==> src/rtl/sram2sraml_bridge_if.sv <==
// SRAM-like bus between the bridge (master) and the core bus (slave).
// The master holds one request at a time and waits for data_ok before issuing the next.
interface sram2sraml_bridge_if #(
    parameter int ADDR_W = 32
);
    logic              req;
    logic              wr;
    logic [1:0]        size;
    logic [ADDR_W-1:0] addr;
    logic [31:0]       wdata;
    logic              addr_ok;
    logic              data_ok;
    logic [31:0]       rdata;

    modport master (
        output req, wr, size, addr, wdata,
        input  addr_ok, data_ok, rdata
    );

    modport slave (
        input  req, wr, size, addr, wdata,
        output addr_ok, data_ok, rdata
    );
endinterface

==> src/rtl/sram2sraml_bridge.sv <==
// Converts single-cycle SRAM accesses into an addr_ok/data_ok transaction.
// The pipeline is stalled until the access completes; the result is held while the global stall is active.
module sram2sraml_bridge #(
    parameter int ADDR_W         = 32,
    parameter int WRITE_SUPPORT  = 1,
    parameter int READ_FULL_WORD = 1
) (
    input  logic              clk,
    input  logic              rst,
    input  logic              sram_en,
    input  logic [3:0]        sram_wen,
    input  logic [3:0]        sram_ben,
    input  logic [ADDR_W-1:0] sram_addr,
    input  logic [31:0]       sram_wdata,
    output logic [31:0]       sram_rdata,
    output logic              stall,
    input  logic              all_stall,
    output logic              err,
    sram2sraml_bridge_if.master bus
);
    typedef enum logic [1:0] {IDLE, DATA, DONE} state_t;

    localparam bit WR_EN   = (WRITE_SUPPORT != 0);
    localparam bit FULL_RD = (READ_FULL_WORD != 0);

    state_t      state;
    logic [31:0] hold;
    logic        is_wr;
    logic [3:0]  mask;
    logic [1:0]  size;
    logic [1:0]  off;
    logic        bad;
    logic        resp;

    always_comb begin
        is_wr = WR_EN && (sram_wen != 4'b0000);
        mask  = 4'b1111;
        if (is_wr)
            mask = sram_wen;
        else if (!FULL_RD)
            mask = (sram_ben == 4'b0000) ? 4'b1111 : sram_ben;

        size = 2'd2;
        off  = 2'b00;
        bad  = 1'b0;
        case (mask)
            4'b0001: begin size = 2'd0; off = 2'b00; end
            4'b0010: begin size = 2'd0; off = 2'b01; end
            4'b0100: begin size = 2'd0; off = 2'b10; end
            4'b1000: begin size = 2'd0; off = 2'b11; end
            4'b0011: begin size = 2'd1; off = 2'b00; end
            4'b1100: begin size = 2'd1; off = 2'b10; end
            4'b1111: begin size = 2'd2; off = 2'b00; end
            default: bad = 1'b1;
        endcase
    end

    // Response only counts while a transaction is outstanding.
    assign resp = (state == DATA) && bus.data_ok;

    assign bus.req   = rst && (state == IDLE) && sram_en;
    assign bus.wr    = is_wr;
    assign bus.size  = size;
    assign bus.addr  = {sram_addr[ADDR_W-1:2], off};
    assign bus.wdata = WR_EN ? sram_wdata : 32'h0;

    assign err        = bus.req && bus.addr_ok && bad;
    assign stall      = rst && sram_en && ((state == IDLE) || ((state == DATA) && !bus.data_ok));
    assign sram_rdata = !rst ? 32'h0 : (resp ? bus.rdata : hold);

    always_ff @(posedge clk) begin
        if (!rst) begin
            state <= IDLE;
            hold  <= 32'h0;
        end else begin
            case (state)
                IDLE: if (bus.req && bus.addr_ok) state <= DATA;
                DATA: if (bus.data_ok) state <= all_stall ? DONE : IDLE;
                DONE: if (!all_stall) state <= IDLE;
                default: state <= IDLE;
            endcase
            if (resp)
                hold <= bus.rdata;
        end
    end
endmodule

==> src/flat_wrapper.sv <==
// flat-port wrapper written by rule: the top's interface ports become plain ports
module sram2sraml_bridge_flat 
#(
    parameter int ADDR_W         = 32,
    parameter int WRITE_SUPPORT  = 1,
    parameter int READ_FULL_WORD = 1
)
  (clk, rst, sram_en, sram_wen, sram_ben, sram_addr, sram_wdata, sram_rdata, stall, all_stall, err, bus_req, bus_wr, bus_size, bus_addr, bus_wdata, bus_addr_ok, bus_data_ok, bus_rdata);
  sram2sraml_bridge_if #(.ADDR_W(ADDR_W)) bus_i ();
  input  logic clk;
  input  logic rst;
  input  logic sram_en;
  input  logic [3:0] sram_wen;
  input  logic [3:0] sram_ben;
  input  logic [ADDR_W-1:0] sram_addr;
  input  logic [31:0] sram_wdata;
  output logic [31:0] sram_rdata;
  output logic stall;
  input  logic all_stall;
  output logic err;
  output wire logic [$bits(bus_i.req)-1:0] bus_req;
  output wire logic [$bits(bus_i.wr)-1:0] bus_wr;
  output wire logic [$bits(bus_i.size)-1:0] bus_size;
  output wire logic [$bits(bus_i.addr)-1:0] bus_addr;
  output wire logic [$bits(bus_i.wdata)-1:0] bus_wdata;
  input wire logic [$bits(bus_i.addr_ok)-1:0] bus_addr_ok;
  input wire logic [$bits(bus_i.data_ok)-1:0] bus_data_ok;
  input wire logic [$bits(bus_i.rdata)-1:0] bus_rdata;
  assign bus_req = bus_i.req;
  assign bus_wr = bus_i.wr;
  assign bus_size = bus_i.size;
  assign bus_addr = bus_i.addr;
  assign bus_wdata = bus_i.wdata;
  assign bus_i.addr_ok = bus_addr_ok;
  assign bus_i.data_ok = bus_data_ok;
  assign bus_i.rdata = bus_rdata;
  sram2sraml_bridge #(.ADDR_W(ADDR_W), .WRITE_SUPPORT(WRITE_SUPPORT), .READ_FULL_WORD(READ_FULL_WORD)) u_core (.clk(clk), .rst(rst), .sram_en(sram_en), .sram_wen(sram_wen), .sram_ben(sram_ben), .sram_addr(sram_addr), .sram_wdata(sram_wdata), .sram_rdata(sram_rdata), .stall(stall), .all_stall(all_stall), .err(err), .bus(bus_i));
endmodule
==> config.mk <==
export PLATFORM = sky130hd
export DESIGN_NAME = sram2sraml_bridge_flat
export DESIGN_NICKNAME = d
export VERILOG_FILES = /design/src/rtl/sram2sraml_bridge_if.sv /design/src/rtl/sram2sraml_bridge.sv /design/src/flat_wrapper.sv
export SDC_FILE = /design/constraint.sdc
export NUM_CORES = 1
export LEC_CHECK = 0
export ABC_CLOCK_PERIOD_IN_PS = 1550
export CAP_MARGIN = 10
export CORE_MARGIN = 10
export CORE_UTILIZATION = 28
export CTS_CLUSTER_DIAMETER = 100
export DETAILED_ROUTE_END_ITERATION = 16
export PLACE_DENSITY_LB_ADDON = 0.2
export SETUP_SLACK_MARGIN = 0.05
export SYNTH_ARGS = -nofsm -noshare
export SYNTH_HDL_FRONTEND = slang
export SYNTH_SLANG_ARGS = --single-unit
==> constraint.sdc <==
create_clock -name clk -period 1.55 [get_ports clk]
set_clock_uncertainty 0.05 [all_clocks]
set_input_delay 0.2325 -clock clk [delete_from_list [all_inputs] [get_ports clk]]
set_output_delay 0.2325 -clock clk [all_outputs]
set_load 0.1 [all_outputs]
### Word level (Yosys, flattened, before mapping)

Cells that the tools add are included.

* muxes and demuxes: 11
* reductions and logical operators: 17
* eq/ne operators: 12

Operators with widths (count)
* 32-bit two-way mux: 2
* 4-bit == test (second input constant): 3
* 2-bit one-hot mux with 3 select lines: 2
* 4-bit by 2-bit == test with 1-bit output (second input constant): 2
* 1-bit logical AND: 8
* 2-bit two-way mux: 4
* 7-bit OR reduction: 1
* 4-bit by 1-bit == test with 1-bit output (second input constant): 1
* 4-bit by 3-bit == test with 1-bit output (second input constant): 1
* 4-bit two-way mux: 1
* 2-bit inequality test (second input constant): 2
* 2-bit one-hot mux with 2 select lines: 1
* 4-bit nonzero test: 1
* 2-bit OR reduction: 2
* 4-bit OR reduction: 1
* 3-bit AND reduction: 1
* 2-bit by 1-bit == test with 1-bit output (second input constant): 1
* 2-bit == test (second input constant): 1
* 2-bit logical NOT: 1
* 2-bit by 1-bit inequality test with 1-bit output (second input constant): 1
* 1-bit logical NOT: 1
* 1-bit logical OR: 1
* 1-bit two-way mux: 1

* word-level logic and storage cells: 42
* register bits: 34

### Depth between registers and ports, before layout

* depth after elaboration: 6
* mapped depth: 4
* mapped depth without buffers: 2

### Worst setup path after synthesis

Ideal clock, no wire load.

* path type: register to output
* start: register u_core.state[0]
* end: output err
* arrival: 3.448 ns
* buffers on the path: 0
* path slack: -2.181 ns
* cell stages (with the launch flop): 3
* required time: 1.267 ns
* path through: dfxtp_1 > nand4bb_1 > nor4_1

* word-level cells in the longest chain between the ends: 5

RTL lines
* start: declaration: line sram2sraml_bridge.sv:26 `state_t state;`
* start signal: assignment: line sram2sraml_bridge.sv:78 `DATA: if (bus.data_ok) state <= all_stall ? DONE : IDLE;`
* 2-bit logical NOT: line sram2sraml_bridge.sv:61 `assign bus.req = rst && (state == IDLE) && sram_en;`
* 1-bit logical AND (2 in series): line sram2sraml_bridge.sv:61
* 1-bit logical AND (2 in series): line sram2sraml_bridge.sv:67 `assign err = bus.req && bus.addr_ok && bad;`
* end: declaration: line flat_wrapper.sv:20 `output logic err;`

No other way between the ends.

### Worst setup path after layout

* start: register u_core.state[1]
* end: output sram_rdata[14]

* word-level cells in the longest chain between the ends: 4

RTL lines
* 2-bit by 1-bit == test with 1-bit output: line sram2sraml_bridge.sv:59 `assign resp = (state == DATA) && bus.data_ok;`
* 1-bit logical AND: line sram2sraml_bridge.sv:59
* 32-bit two-way mux (2 in series)
* end: declaration: line flat_wrapper.sv:17 `output logic [31:0] sram_rdata;`

No other way between the ends.

==> impl_metrics.py <==
metrics = {
    "grt": {
        "grt_pass1_wl_um": 9480,
        "gr-total-overflow": 0,
        "grt_util_all_layers_pct": 11.1,
        "grt_max_degree": 39,
        "grt_antenna_before_repair": 0,
        "grt_pass1_vias": 1631,
    },
    "timing": {
        "rsz0062_at_grt": "true",
        "slew_viol_final": 0,
        "fin_crit_sh_pct": 127,
        "fmax_mhz": 507,
        "worst_pin_slew_ns": 0.326,
        "finalSetupViolations": 34,
        "fin_crit_ns": 1.97,
        "slew_headroom_pct": 78.1,
        "fin_ws_ns": -0.423,
        "hold_viol_final": 0,
    },
    "clock_network": {
        "insertion_delay_ns": 0.28,
        "clock-sinks": 34,
        "cts_buffers": 5,
        "htree_levels": 2,
        "path_clk_slew_ns": 0.07,
        "clock_path_buffers": 2,
        "root_buffer": "clkbuf_8",
        "cts_tree": "built",
    },
    "synth": {
        "syn_nets": 336,
        "syn_avg_cell_area_sq_um": 8.70,
        "ys_warn_count": 0,
        "ys_types": 24,
        "yosysSeqAreaShare_pct": 34.6,
        "syn-cell-area_sq_mm": 0.00197,
        "synth-seq-cells": 34,
        "synth_cells": 226,
    },
    "critical_path": {
        "ff2ff_setup_slack_ns": 0.03,
        "required_ns": 1.27,
        "r2r_cells": 6,
        "arrival_ns": 1.69,
        "cp_max_fo": 7,
        "worstSetupEndpointType": "output pin",
        "crit_path_start_kind": "flop",
        "rr_startpoint": "u_core.state[1]",
        "crit_start": "u_core.state[1]",
        "path_class": "reg -> out",
    },
    "power": {
        "p_leak_nw": 1.35,
        "powerDensity_mw_per_mm2": 657,
        "irDropWorstVdd_mv": 0.300,
        "total_power_mw": 2.42,
    },
    "floorplan": {
        "rows": 30,
        "die_y_um": 104,
        "die-area_sq_mm": 0.0108,
        "fp.dieW_um": 104,
        "coreArea_sq_mm": 0.00679,
        "initial_core_util_pct": 28.9,
        "io_pins": 212,
    },
    "drt": {
        "route.detailed.drc": 0,
        "vias_per_cell": 4.26,
        "antenna_left": 0,
        "first_pass_iters": 4,
        "vias": 1569,
        "route.final.wire_length_um": 6040,
        "drtIter0Drc": 18,
        "routedWlPerCell_um": 16.4,
    },
    "place": {
        "hpwl_um": 4750,
        "io_buffers": 81,
        "place_congestion": 0.689,
    },
    "status": {
        "violations": "setup timing",
        "outcome": "finished with violations",
    },
    "job": {
        "maxCapViolCount": 0,
    },
    "min_path": {
        "worstHoldPathCells": 3,
        "hold_start": "rst",
        "hold_path.class": "in -> reg",
    },
    "finish": {
        "fin_util_pct": 54.2,
        "layout.nets": 381,
        "syn_to_final_growth_pct": 87.3,
        "n_antenna_cell": 0,
        "drive_gt1_share_pct": 47.1,
    },
}
## final cells by class
| cell class | instances | area, sq um |
|---|---|---|
| repair buffers | 111 | 1570 |
| flip-flops and latches | 34 | 683 |
| clock inverters | 2 | 12.5 |
| inverters | 1 | 6.26 |
| fillers | 561 | 3110 |
| clock buffers | 6 | 82.6 |
| multi-input cells | 118 | 1210 |
| well taps | 96 | 120 |
## synthesized netlist by cell type
cell type / count / area share (%)
inv_1: 1 / 0.19
and3b_1: 1 / 0.45
clkbuf_1: 2 / 0.38
buf_4: 62 / 24
buf_12: 3 / 3.1
a21oi_1: 2 / 0.51
nand3b_1: 2 / 0.76
a31o_2: 1 / 0.45
and4_1: 1 / 0.45
nor3_1: 2 / 0.51
buf_6: 1 / 0.57
nor2b_1: 1 / 0.32
nor4_1: 1 / 0.32
dfxtp_1: 34 / 35
xnor2_1: 2 / 0.89
nand2_1: 65 / 12
mux2i_1: 32 / 16
o211a_1: 1 / 0.51
nand2b_1: 2 / 0.64
buf_2: 5 / 1.3
nor4bb_1: 1 / 0.51
nor2_1: 2 / 0.38
o21ai_0: 1 / 0.25
nand4bb_1: 1 / 0.57
## stage by stage
step	TNS, ns	area, sq um	setup WS [ns]	hold slack (ns)	instances
after floorplan	-18.92	2440	-0.326	0.323	226
after global placement	-20.03	3420	-0.492	0.416	348
after detailed placement	-22.34	3420	-0.528	0.416	348
after CTS	-14.17	3680	-0.447	0.319	367
after global routing	-15.81	3680	-0.499	0.323	368
final	-13.40	3680	-0.423	0.334	368
## state kept, by name (all words and copies together), names as in the netlist
register	count
u_core.state	2
u_core.hold	32
## kinds of logic (layout without fill, tap and decap cells)
| family | after synthesis | in the layout | share of synthesized area, % |
|---|---|---|---|
| xor gates and xnor gates | 2 | 2 | 0.891 |
| buffers and inverters | 74 | 120 | 29.2 |
| DFF | 34 | 34 | 34.6 |
| muxes | 32 | 32 | 16.3 |
| AOI/OAI and AO/OA | 5 | 5 | 1.72 |
| and+or+nand+nor | 79 | 79 | 17.3 |
## power breakdown
| group | leakage, nW | switching (mW) | internal [mW] |
|---|---|---|---|
| Combinational | 1.02 | 0.450 | 0.371 |
| Clock | 0.0472 | 0.338 | 0.357 |
| Sequential | 0.276 | 0.00649 | 0.897 |
| Total | 1.35 | 0.795 | 1.63 |
## final timing paths
check                                       end
worst min register to register  u_core.hold[15]
worst max-delay path             sram_rdata[14]
worst max register to register  u_core.hold[21]
worst min-delay path            u_core.state[1]
## worst max-delay path, stage by stage, from the launching register on
cell and delay, ns:
dfxtp_2 0.32, and3b_4 0.34, buf_12 0.12, buf_12 0.15, mux2i_4 0.27, buf_12 0.20
## per-layer routing
layer	wire [um]	global-route usage, %
met5	0	0
met4	267	6.16
met3	683	6.38
met2	2770	16.3
met1	2330	12.2
## placed cells by master (no fill, tap or decap), drive strengths merged, types with 2 or more instances in the layout
master	Yosys	final
a21oi	2	2
buf	71	72
clkbuf	2	8
clkdlybuf4s50	0	34
dfxtp	34	34
dlygate4sd2	0	2
mux2i	32	32
nand2	65	65
nand2b	2	2
nand3b	2	2
nor2	2	2
nor3	2	2
xnor2	2	2
## repair_timing
action / 4_1_cts / 5_1_grt
pin swaps: 5 / 2
hold buffers: 0 / 0
setup buffers: 8 / 1
cloned: 3 / 0
resized for setup: 22 / 4
setup endpoints to repair: 40 / 38
No activity file was read; power rests on OpenSTA's default activity.
